<file path="src/rtl/pam4_symbol_mapper_if.sv">
// pam4_symbol_mapper_if
// Bundles the word-input handshake and the symbol-output handshake of the
// PAM4 symbol mapper into one interface.
//   data_in    word to transmit (DATA_WIDTH bits)
//   d_valid    data_in valid
//   d_ready    mapper can accept a word this cycle
//   symbol_out signed PAM4 level, SIGNAL_RESOLUTION*PULSE_RESPONSE_LENGTH bits
//   sym_code   raw 2-bit symbol currently presented
//   s_valid    symbol_out/sym_code valid
//   s_ready    downstream accepts the symbol
//   sym_count  running count of transferred symbols (wraps)
// Modports: master = upstream source / downstream sink side,
//           slave  = the mapper itself.
interface pam4_symbol_mapper_if #(
  parameter int SIGNAL_RESOLUTION     = 8,
  parameter int PULSE_RESPONSE_LENGTH = 2,
  parameter int DATA_WIDTH            = 8
);
  logic [DATA_WIDTH-1:0]                                    data_in;
  logic                                                     d_valid;
  logic                                                     d_ready;
  logic signed [SIGNAL_RESOLUTION*PULSE_RESPONSE_LENGTH-1:0] symbol_out;
  logic [1:0]                                               sym_code;
  logic                                                     s_valid;
  logic                                                     s_ready;
  logic [31:0]                                              sym_count;

  modport master (
    output data_in, d_valid, s_ready,
    input  d_ready, symbol_out, sym_code, s_valid, sym_count
  );

  modport slave (
    input  data_in, d_valid, s_ready,
    output d_ready, symbol_out, sym_code, s_valid, sym_count
  );
endinterface

</file>
<file path="src/rtl/pam4_symbol_mapper.sv">
// pam4_symbol_mapper
// Tx-side PAM4 mapper: accepts DATA_WIDTH-bit words over a valid/ready
// handshake and emits DATA_WIDTH/2 two-bit symbols per word, LSB pair first,
// each mapped to a signed PAM4 level (+/-S/2, +/-3S/2). Words stream back to
// back: a new word is loaded in the same cycle the last symbol transfers.
// Ports:
//   clk  rising-edge clock
//   rst  synchronous active-high reset
//   bus  pam4_symbol_mapper_if.slave (data_in/d_valid/d_ready in,
//        symbol_out/sym_code/s_valid/s_ready/sym_count out)
// Configuration macro: PAM4_GRAY_EN selects Gray level mapping
// (00,01,11,10 -> L0..L3); undefined selects natural binary mapping.
module pam4_symbol_mapper #(
  parameter int SIGNAL_RESOLUTION     = 8,
  parameter int PULSE_RESPONSE_LENGTH = 2,
  parameter int SYMBOL_SEPERATION     = 56,
  parameter int DATA_WIDTH            = 8
) (
  input logic                  clk,
  input logic                  rst,
  pam4_symbol_mapper_if.slave  bus
);

  localparam int OUT_W   = SIGNAL_RESOLUTION * PULSE_RESPONSE_LENGTH;
  localparam int NUM_SYM = DATA_WIDTH / 2;
  localparam int IDX_W   = (NUM_SYM > 1) ? $clog2(NUM_SYM) : 1;

  localparam logic [IDX_W-1:0] LAST_IDX = IDX_W'(NUM_SYM - 1);

  localparam logic signed [OUT_W-1:0] LVL0 = OUT_W'(-3 * SYMBOL_SEPERATION / 2);
  localparam logic signed [OUT_W-1:0] LVL1 = OUT_W'(-SYMBOL_SEPERATION / 2);
  localparam logic signed [OUT_W-1:0] LVL2 = OUT_W'(SYMBOL_SEPERATION / 2);
  localparam logic signed [OUT_W-1:0] LVL3 = OUT_W'(3 * SYMBOL_SEPERATION / 2);

  typedef enum logic {EMPTY, HOLD} state_e;

  state_e                   state_q, state_d;
  logic [DATA_WIDTH-1:0]    shiftReg_q, shiftReg_d;
  logic [IDX_W-1:0]         symIdx_q, symIdx_d;
  logic signed [OUT_W-1:0]  symbol_q, symbol_d;
  logic [31:0]              symCount_q, symCount_d;

  logic dReady;
  logic sValid;
  logic accept;
  logic transfer;

  function automatic logic signed [OUT_W-1:0] mapLevel(input logic [1:0] code);
    logic signed [OUT_W-1:0] lvl;
`ifdef PAM4_GRAY_EN
    case (code)
      2'b00:   lvl = LVL0;
      2'b01:   lvl = LVL1;
      2'b11:   lvl = LVL2;
      default: lvl = LVL3;
    endcase
`else
    case (code)
      2'b00:   lvl = LVL0;
      2'b01:   lvl = LVL1;
      2'b10:   lvl = LVL2;
      default: lvl = LVL3;
    endcase
`endif
    return lvl;
  endfunction

  // State register: every piece of state, including the mapped level, lives
  // here so the outputs never see a combinational path from data_in.
  always_ff @(posedge clk) begin
    if (rst) begin
      state_q    <= EMPTY;
      shiftReg_q <= '0;
      symIdx_q   <= '0;
      symbol_q   <= '0;
      symCount_q <= '0;
    end else begin
      state_q    <= state_d;
      shiftReg_q <= shiftReg_d;
      symIdx_q   <= symIdx_d;
      symbol_q   <= symbol_d;
      symCount_q <= symCount_d;
    end
  end

  // Next-state logic. The last symbol transferring together with a new accept
  // reloads the shifter directly, which is what keeps words bubble-free.
  always_comb begin
    state_d    = state_q;
    shiftReg_d = shiftReg_q;
    symIdx_d   = symIdx_q;
    symCount_d = transfer ? symCount_q + 32'd1 : symCount_q;

    case (state_q)
      EMPTY: begin
        if (accept) begin
          state_d    = HOLD;
          shiftReg_d = bus.data_in;
          symIdx_d   = '0;
        end
      end
      HOLD: begin
        if (transfer) begin
          if (symIdx_q == LAST_IDX) begin
            if (accept) begin
              shiftReg_d = bus.data_in;
              symIdx_d   = '0;
            end else begin
              state_d = EMPTY;
            end
          end else begin
            shiftReg_d = shiftReg_q >> 2;
            symIdx_d   = symIdx_q + IDX_W'(1);
          end
        end
      end
      default: state_d = EMPTY;
    endcase

    // Level is precomputed for the symbol that will be presented next cycle.
    symbol_d = (state_d == HOLD) ? mapLevel(shiftReg_d[1:0]) : '0;
  end

  // Output logic. d_ready depends only on state and s_ready, never d_valid.
  always_comb begin
    sValid   = (state_q == HOLD);
    dReady   = !rst && ((state_q == EMPTY) || (bus.s_ready && (symIdx_q == LAST_IDX)));
    accept   = bus.d_valid && dReady;
    transfer = sValid && bus.s_ready;
  end

  assign bus.d_ready    = dReady;
  assign bus.s_valid    = sValid;
  assign bus.symbol_out = symbol_q;
  assign bus.sym_code   = shiftReg_q[1:0];
  assign bus.sym_count  = symCount_q;

endmodule
</file>
<file path="src/flat_wrapper.sv">
// flat-port wrapper written by rule: the top's interface ports become plain ports
module pam4_symbol_mapper_flat 
#(
  parameter int SIGNAL_RESOLUTION     = 8,
  parameter int PULSE_RESPONSE_LENGTH = 2,
  parameter int SYMBOL_SEPERATION     = 56,
  parameter int DATA_WIDTH            = 8
)
  (clk, rst, bus_data_in, bus_d_valid, bus_s_ready, bus_d_ready, bus_symbol_out, bus_sym_code, bus_s_valid, bus_sym_count);
  pam4_symbol_mapper_if #(.SIGNAL_RESOLUTION(SIGNAL_RESOLUTION), .PULSE_RESPONSE_LENGTH(PULSE_RESPONSE_LENGTH), .DATA_WIDTH(DATA_WIDTH)) bus_i ();
  input logic clk;
  input logic rst;
  input wire logic [$bits(bus_i.data_in)-1:0] bus_data_in;
  input wire logic [$bits(bus_i.d_valid)-1:0] bus_d_valid;
  input wire logic [$bits(bus_i.s_ready)-1:0] bus_s_ready;
  output wire logic [$bits(bus_i.d_ready)-1:0] bus_d_ready;
  output wire logic [$bits(bus_i.symbol_out)-1:0] bus_symbol_out;
  output wire logic [$bits(bus_i.sym_code)-1:0] bus_sym_code;
  output wire logic [$bits(bus_i.s_valid)-1:0] bus_s_valid;
  output wire logic [$bits(bus_i.sym_count)-1:0] bus_sym_count;
  assign bus_i.data_in = bus_data_in;
  assign bus_i.d_valid = bus_d_valid;
  assign bus_i.s_ready = bus_s_ready;
  assign bus_d_ready = bus_i.d_ready;
  assign bus_symbol_out = bus_i.symbol_out;
  assign bus_sym_code = bus_i.sym_code;
  assign bus_s_valid = bus_i.s_valid;
  assign bus_sym_count = bus_i.sym_count;
  pam4_symbol_mapper #(.SIGNAL_RESOLUTION(SIGNAL_RESOLUTION), .PULSE_RESPONSE_LENGTH(PULSE_RESPONSE_LENGTH), .SYMBOL_SEPERATION(SYMBOL_SEPERATION), .DATA_WIDTH(DATA_WIDTH)) u_core (.clk(clk), .rst(rst), .bus(bus_i));
endmodule
</file>
<file path="config.mk">
export PLATFORM = sky130hd
export DESIGN_NAME = pam4_symbol_mapper_flat
export DESIGN_NICKNAME = d
export VERILOG_FILES = /design/src/rtl/pam4_symbol_mapper_if.sv /design/src/rtl/pam4_symbol_mapper.sv /design/src/flat_wrapper.sv
export SDC_FILE = /design/constraint.sdc
export NUM_CORES = 1
export LEC_CHECK = 0
export BUFFER_PORTS_ARGS = -buffer_cell sky130_fd_sc_hd__buf_2
export CAP_MARGIN = 20
export CORE_MARGIN = 4
export CORE_UTILIZATION = 45
export CTS_BUF_LIST = sky130_fd_sc_hd__clkbuf_8
export DETAILED_ROUTE_END_ITERATION = 16
export PLACE_DENSITY = 0.7
export SLEW_MARGIN = 0
export SYNTH_ARGS = -nofsm -noshare
export SYNTH_HDL_FRONTEND = slang
export SYNTH_SLANG_ARGS = --single-unit
</file>
<file path="constraint.sdc">
create_clock -name clk -period 2.87 [get_ports clk]
set_clock_uncertainty 0.15 [all_clocks]
set_input_delay 0.574 -clock clk [delete_from_list [all_inputs] [get_ports clk]]
set_output_delay 0.574 -clock clk [all_outputs]
set_load 0.1 [all_outputs]
</file>
==> flow_metrics.tcl, run 1 <==
set metrics [dict create \
    status "finished clean" \
    clockBufferDepth 2 \
    yosys-top-cells-area "dfxtp_1 (41%), nor2_1 (5.8%), a21oi_1 (4.5%), buf_4 (4.5%), o31ai_1 (3.5%)" \
    crit_arrival_ns 1.89 \
    drtIter0Drc 66 \
    crit_required_ns 2.15 \
    path_class "register to output pin" \
    p_leak_nw 1.13 \
    async_flop_share_pct 0 \
    r2r_setup_slack_ns 0.51 \
    nFillCells 471 \
    ys.flop_type "dfxtp_1" \
    detail_route.drc_violations 0 \
    cp-start-kind "register" \
    hold_buffers 0 \
    fin_nets 337 \
    hold_viol_final 0 \
    grt_pass1_wl_mm 9.16 \
    fin_crit_sh_pct 91.0 \
    n_antenna_cell 0 \
    utilization_pct 55.9 \
    postCtsSetupRepairBufs 0 \
    core_area_um2 4880 \
    vias 2149 \
    routed_wl_mm 5.34 \
    finalCriticalPeriod_ns 2.61 \
    clock_latency_ns 0.30 \
    cts_tree "done" \
    portBuffers 61 \
    firstDrtPassIters 4 \
    synthCells 277 \
    grt_pass1_vias 2017 \
    initial_utilization_pct 48.0 \
    rows 25 \
    dp_slack_ns 0.396 \
    dieArea_um2 6420 \
    holdWs_ns 0.353 \
    io_pins 64 \
    synthDominantCellAreaShare_pct 41.0 \
    place_congestion 0.811 \
    setup_viol 0 \
    synth_top_area_cell "dfxtp_1" \
    multi_input_area_um2 1220 \
    track_usage_pct 17.7 \
    clock.fmax_mhz 383 \
    root_buffer "clkbuf_8" \
    hpwl_mm 3.80 \
    avgRoutedWirePerCell_um 13.7 \
    ir_drop_mv 0.308 \
    yosysMostFrequentCell "dfxtp_1" \
    ys_ff_latch 48 \
    yosys-top-cells-count "dfxtp_1 (48), nor2_1 (36), a21oi_1 (21)" \
    overflow 0 \
    antenna_found_initial 0 \
    synth_edf_count 0 \
    cts_buffers 5 \
    rsz0062_at_grt "no" \
    drv_slew 0 \
    die_width_um 80.1 \
    yosysSeqAreaShare_pct 41.0 \
    die_h_um 80.1 \
    clk_pin_slew_ns 0.08 \
    synth_cell_type_count 39 \
    syn_area_um2 2340 \
    via_per_inst 5.50 \
    report.power.total_mw 1.50 \
    layout_setup_ws_ns 0.257 \
    seq_area_um2 961 \
    htreeDepth 2 \
    drv_cap 0 \
    fin_tns_setup_ns 0 \
    worstSetupEndpointType "output pin" \
    ys_warn_count 0 \
    cts_resized 0 \
    ant_nets 0 \
    syn2layout_area_growth_pct 16.6 \
    clock-sinks 48 \
    grt_max_degree 48 \
    drive_gt1_share_pct 25.6 \
    hold_class "register to register" \
    p_per_area_nw_per_um2 550 \
    postSynthAreaPerCell_um2 8.46 \
    crit_path_max_fanout 12 \
]
## logic make-up (layout without fill, tap and decap cells)
group                    after synthesis  count (layout)  synth area share, %
buffers and inverters                 30              76                 7.16
XOR/XNOR                              10              10                 3.74
multiplexers                           7               7                 3.31
flip-flops                            48              48                 41.0
AND/OR/NAND/NOR                      131             131                 30.8
other                                  1               2                0.160
AO/OA/AOI/OAI                         48              48                 12.7
adder cells (fa/ha/maj)                2               2                 1.07
## cell usage in the layout, fill, tap and decap left out, types with 9 or more instances in the layout
cell type / instances
a21oi_1: 21
buf_2: 61
dfxtp_1: 48
nand2_1: 13
nand3_1: 9
nand4_1: 11
nor2_1: 35
nor2b_1: 9
nor3_1: 12
o31ai_1: 11
or4_1: 11
## worst max-delay path, cell delays in order (launching register included)
cell and delay (ns):
dfxtp_1 0.37, ha_1 0.41, a21boi_0 0.26, nor2_2 0.12
buf_2 0.43
## power breakdown
part | internal, mW | switching (mW) | total, mW
Sequential | 0.683 | 0.0139 | 0.697
Combinational | 0.0465 | 0.229 | 0.275
Clock | 0.307 | 0.222 | 0.530
## worst paths after layout
| kind | from | to | depth (start not counted) |
|---|---|---|---|
| max reg2reg | u_core.bus.sym_count[0] | u_core.bus.sym_count[26] | 5 |
| min | u_core.shiftReg_q[5] | u_core.shiftReg_q[5] | 2 |
| min reg2reg | u_core.shiftReg_q[5] | u_core.shiftReg_q[5] | 2 |
| max | u_core.symIdx_q[0] | bus_d_ready | 4 |
## cell type report
cell class | instances | area share (%)
clock inverter | 1 | 1.10
tap | 67 | 3.07
timing repair buffer | 63 | 11.7
sequential | 48 | 35.2
clock buffer | 7 | 3.53
inverter | 5 | 0.687
multi-input combinational | 200 | 44.7
## layer usage
layer | vias up | wire [um] | part of all wire, % | GRT usage (%)
met2 | 58 | 2470 | 46 | 28.5
met4 | 0 | 112 | 2.1 | 7.43
met5 | - | 0 | 0 | 0
met1 | 1003 | 2510 | 47 | 23.4
li1 | 1079 | - | - | -
met3 | 9 | 250 | 4.7 | 3.03
## per-stage QoR
stage,cell area [um^2],cells
after floorplan,2350,278
after global placement,2600,383
after detailed placement,2600,383
after CTS,2730,391
after global routing,2730,391
final,2730,391
## sequential cells by signal, indices dropped and copies added (netlist names)
register               count
u_core.shiftReg_q          8
u_core.bus.sym_count      32
u_core.symIdx_q            2
u_core.bus.s_valid         1
u_core.bus.symbol_out      5
(Power assumes the default switching activity.)
==> run 2: changes to the inputs <==
CORE_UTILIZATION = 35   (was 45)
CTS_CLUSTER_SIZE = 28   (was default)
PLACE_DENSITY = default   (was 0.7)
==> run 2 against run 1 <==
Final area down 0.64%. Non-clock buffer count stayed put. Maximum frequency shrank 0.55%. Cell count rose by 2.3%. Sequential share of layout area is 0.23 points higher. Worst setup slack got worse by 0.014 ns. Combinational power is essentially flat.
==> flow_metrics.tcl, run 2 (same netlist as run 1, synthesis figures left out) <==
set metrics [dict create \
    status "finished clean" \
    antenna_found_initial 0 \
    root_buffer "clkbuf_8" \
    path_class "register to output pin" \
    overflow 0 \
    grt_pass1_wl_mm 9.46 \
    crit_arrival_ns 1.90 \
    largest_reg_flops 32 \
    critical_path.max_stage_delay_ns 0.43 \
    syn2layout_area_growth_pct 15.8 \
    fin_nets 337 \
    firstDrtPassIters 4 \
    placed_cells 393 \
    hold_class "register to register" \
    report.power.total_mw 1.40 \
    postCtsSetupRepairBufs 0 \
    drv_slew 0 \
    fin_crit_sh_pct 91.5 \
    ant_nets 0 \
    rows 29 \
    io_pins 64 \
    hold_buffers 0 \
    rsz0062_at_grt "no" \
    slew_headroom_pct 67.0 \
    place_congestion 0.730 \
    hold_viol_final 0 \
    path_cells "ha_1 -> a21boi_0 -> nor2_2 -> buf_2" \
    dp_slack_ns 0.395 \
    layout_setup_ws_ns 0.243 \
    grt_max_degree 41 \
    n_antenna_cell 0 \
    dieArea_um2 8060 \
    r2r-start "u_core.bus.sym_count[0]" \
    track_usage_pct 13.9 \
    hpwl_mm 3.98 \
    fin_tns_setup_ns 0 \
    drtIter0Drc 120 \
    htreeDepth 2 \
    cts_resized 0 \
    core_area_um2 6420 \
    cp-start-kind "register" \
    initial_utilization_pct 36.5 \
    final_cell_mix "buf_2 (61), dfxtp_1 (48), nor2_1 (35)" \
    crit_required_ns 2.15 \
    final_common_cell "buf_2" \
    clockBufferDepth 2 \
    hp-start "u_core.shiftReg_q[6]" \
    avgRoutedWirePerCell_um 13.9 \
    drv_cap 0 \
    crit_path_max_fanout 12 \
    die_width_um 89.8 \
    via_per_inst 5.34 \
    clk_pin_slew_ns 0.08 \
    clock-sinks 48 \
    drive_gt1_share_pct 25.4 \
    portBuffers 61 \
    p_leak_nw 1.11 \
    grt_pass1_vias 1973 \
    clock.fmax_mhz 381 \
    vias 2136 \
    crit_slowest_cell "buf_2" \
    worstSetupEndpointType "output pin" \
    finalCriticalPeriod_ns 2.63 \
    detail_route.drc_violations 0 \
    p_per_area_nw_per_um2 518 \
    final-instance-count-excl-fill 400 \
    routed_wl_mm 5.58 \
    die_h_um 89.8 \
    cts_tree "done" \
    worst_pin_slew_ns 0.491 \
    clock_latency_ns 0.29 \
    cp-startpoint "u_core.symIdx_q[0]" \
    cts_buffers 5 \
    ir_drop_mv 0.224 \
    setup_viol 0 \
]
## run 2: power breakdown
group          leakage [nW]  internal [mW]  switching [mW]
Sequential            0.390          0.683          0.0143
Clock                0.0503          0.215           0.216
Combinational         0.672         0.0466           0.230
## run 2: layout make-up
| class | count | area [um^2] |
|---|---|---|
| fillers | 661 | 3710 |
| multi-input cells | 200 | 1220 |
| flip-flops and latches | 48 | 961 |
| repair buffers | 63 | 320 |
| clock buffers | 7 | 96.3 |
| well taps | 77 | 96.3 |
| inverters | 5 | 18.8 |
## run 2: routing by layer
layer / share of wire, % / wire [um] / vias to the layer above / GRT usage, %
li1: - / - / 1084 / -
met4: 1.0 / 58 / 0 / 3.83
met1: 50 / 2780 / 992 / 19.7
met3: 5.2 / 291 / 4 / 4.01
met2: 44 / 2440 / 56 / 20.7
met5: 0 / 0 / - / 0
## run 2: critical path: cells and delay by family (launching register included)
family                     cells  cell delay [ns]
and+or+nand+nor                1             0.12
AOI/OAI and AO/OA              1             0.28
adders and majority gates      1             0.42
DFF                            1             0.37
buffers and inverters          1             0.43
## run 2: final timing paths
| check | end | slack (ns) | depth (start not counted) |
|---|---|---|---|
| setup / recovery | bus_d_ready | 0.24 | 4 |
| hold / removal | u_core.shiftReg_q[6] | 0.35 | 2 |
| setup reg to reg | u_core.bus.sym_count[30] | 0.58 | 5 |
| hold reg to reg | u_core.shiftReg_q[6] | 0.35 | 2 |
## run 2: stage by stage
stage | util (%) | area [um^2] | hold WS [ns]
final | 42.2 | 2710 | 0.353
after global routing | 42.2 | 2710 | 0.381
after CTS | 42.2 | 2710 | 0.353
after detailed placement | 40.7 | 2620 | 0.341
after global placement | 40.7 | 2620 | 0.339
after floorplan | - | 2350 | 0.315
==> run 3: changes to the inputs <==
clock period = 2.9 ns   (was 2.87 ns; I/O delays follow)
==> run 3 against run 2 <==
Critical path depth unchanged. Power rose by 5.8%. Clock power rose by 21%. Highest routed layer unchanged. Wire length rose by 0.91%. Register-to-register slack better by 0.02 ns. Core utilization grew 0.47 points. Cell count is 0.25% higher. Largest cell class unchanged.
==> flow_metrics.tcl, run 3 (same netlist as run 1, synthesis figures left out) <==
set metrics [dict create \
    status "finished clean" \
    fin_tns_setup_ns 0 \
    track_usage_pct 14.2 \
    grt_max_degree 41 \
    fin_nets 337 \
    p_int_mw 1.03 \
    reg2reg_depth 5 \
    nFillCells 654 \
    finalCriticalPeriod_ns 2.65 \
    fin_crit_sh_pct 91.3 \
    ant_nets 0 \
    comb_power_share_pct 18.4 \
    final_common_cell "buf_2" \
    routed_wl_mm 5.63 \
    detail_route.drc_violations 0 \
    grt_pass1_wl_mm 9.65 \
    p_leak_nw 1.13 \
    whs_path_depth 2 \
    final_cell_mix "buf_2 (61), dfxtp_1 (48), nor2_1 (35)" \
    setup_viol 0 \
    portBuffers 61 \
    hold_class "register to register" \
    drive_gt1_share_pct 25.6 \
    vias 2151 \
    clkPwrFrac_pct 35.2 \
    postCtsSetupRepairBufs 0 \
    drtIter0Drc 121 \
    place_congestion 0.728 \
    rows 29 \
    io_pins 64 \
    cts_tree "done" \
    clk_pin_slew_ns 0.08 \
    clock_latency_ns 0.29 \
    hold_viol_final 0 \
    htreeDepth 2 \
    hp-start "u_core.shiftReg_q[3]" \
    hpwl_mm 4.04 \
    cts_resized 0 \
    n_antenna_cell 0 \
    firstDrtPassIters 4 \
    root_buffer "clkbuf_8" \
    largest_reg_flops 32 \
    die_width_um 89.8 \
    dieArea_um2 8060 \
    core_area_um2 6420 \
    rsz0062_at_grt "no" \
    clock.fmax_mhz 378 \
    cts_buffers 5 \
    ir_drop_mv 0.158 \
    grt_pass1_vias 2013 \
    sequentialPowerShare_pct 46.4 \
    via_per_inst 5.36 \
    cp-start-kind "register" \
    overflow 0 \
    reg2reg_to "u_core.bus.sym_count[26]" \
    avgRoutedWirePerCell_um 14.0 \
    clockBufferDepth 2 \
    r2r_setup_slack_ns 0.60 \
    hold_buffers 0 \
    crit_arrival_ns 1.92 \
    antenna_found_initial 0 \
    p_per_area_nw_per_um2 542 \
    r2r-start "u_core.bus.sym_count[0]" \
    crit_path_max_fanout 12 \
    drv_cap 0 \
    clock-sinks 48 \
    syn2layout_area_growth_pct 17.1 \
    initial_utilization_pct 36.5 \
    utilization_pct 42.7 \
    path_class "register to output pin" \
    crit_required_ns 2.17 \
    drv_slew 0 \
    worst_pin_slew_ns 0.517 \
    hold_end "u_core.shiftReg_q[3]" \
    worstSetupEndpointType "output pin" \
    die_h_um 89.8 \
    p_sw_share_pct 30.9 \
    slew_headroom_pct 65.2 \
    switchingPower_mw 0.459 \
]
[run 3: how the worst max path moves through the flow]
stage                       startpoint  slack (ns)  depth (start not counted)                  endpoint
2_1_floorplan  u_core.bus.sym_count[0]        0.03                          6  u_core.bus.sym_count[24]
3_3_place_gp               bus_s_ready        0.46                          5  u_core.bus.sym_count[26]
3_5_place_dp               bus_s_ready        0.42                          5  u_core.bus.sym_count[28]
4_1_cts             u_core.symIdx_q[0]        0.26                          4               bus_d_ready
5_1_grt             u_core.symIdx_q[0]        0.12                          4               bus_d_ready
6_report            u_core.symIdx_q[0]        0.25                          4               bus_d_ready
[run 3: routing by layer]
metal	up-vias	GRT usage (%)	share of wire (%)
li1	1082	-	-
met1	1002	19.3	48
met2	60	21.8	44
met3	7	3.67	5.6
met4	0	4.85	1.7
met5	-	0	0
[run 3: final cells by class]
cell class                      instances  area [um^2]  share of cell area (%)
Multi-Input combinational cell        200         1220                    44.5
Sequential cell                        48          961                    35.0
Timing Repair Buffer                   63          320                    11.7
Clock buffer                            7         96.3                    3.51
Tap cell                               77         96.3                    3.51
Clock inverter                          1         30.0                    1.09
Inverter                                5         18.8                   0.684
[run 3: power by group through the flow]
stage / sequential, mW / clock [mW] / combinational [mW]
detailed placement: 0.706 / 0 / 0.273
CTS: 0.690 / 0.537 / 0.274
floorplan: 0.756 / 0 / 0.197
global route: 0.693 / 0.567 / 0.286
finish: 0.690 / 0.523 / 0.273
global placement: 0.705 / 0 / 0.273
[run 3: critical path, stage by stage (launching register included)]
cell	delay [ns]
dfxtp_1	0.36
ha_1	0.42
a21boi_0	0.28
nor2_2	0.13
buf_2	0.43
[run 3: per-stage QoR]
stage	cell area, um^2	hold slack (ns)	power (mW)	cells	worst slack [ns]
after floorplan	2350	0.315	0.954	278	0.0312
after global placement	2620	0.339	0.978	393	0.458
after detailed placement	2620	0.337	0.979	393	0.421
after CTS	2740	0.355	1.50	401	0.256
after global routing	2740	0.392	1.55	401	0.119
final	2740	0.355	1.49	401	0.253
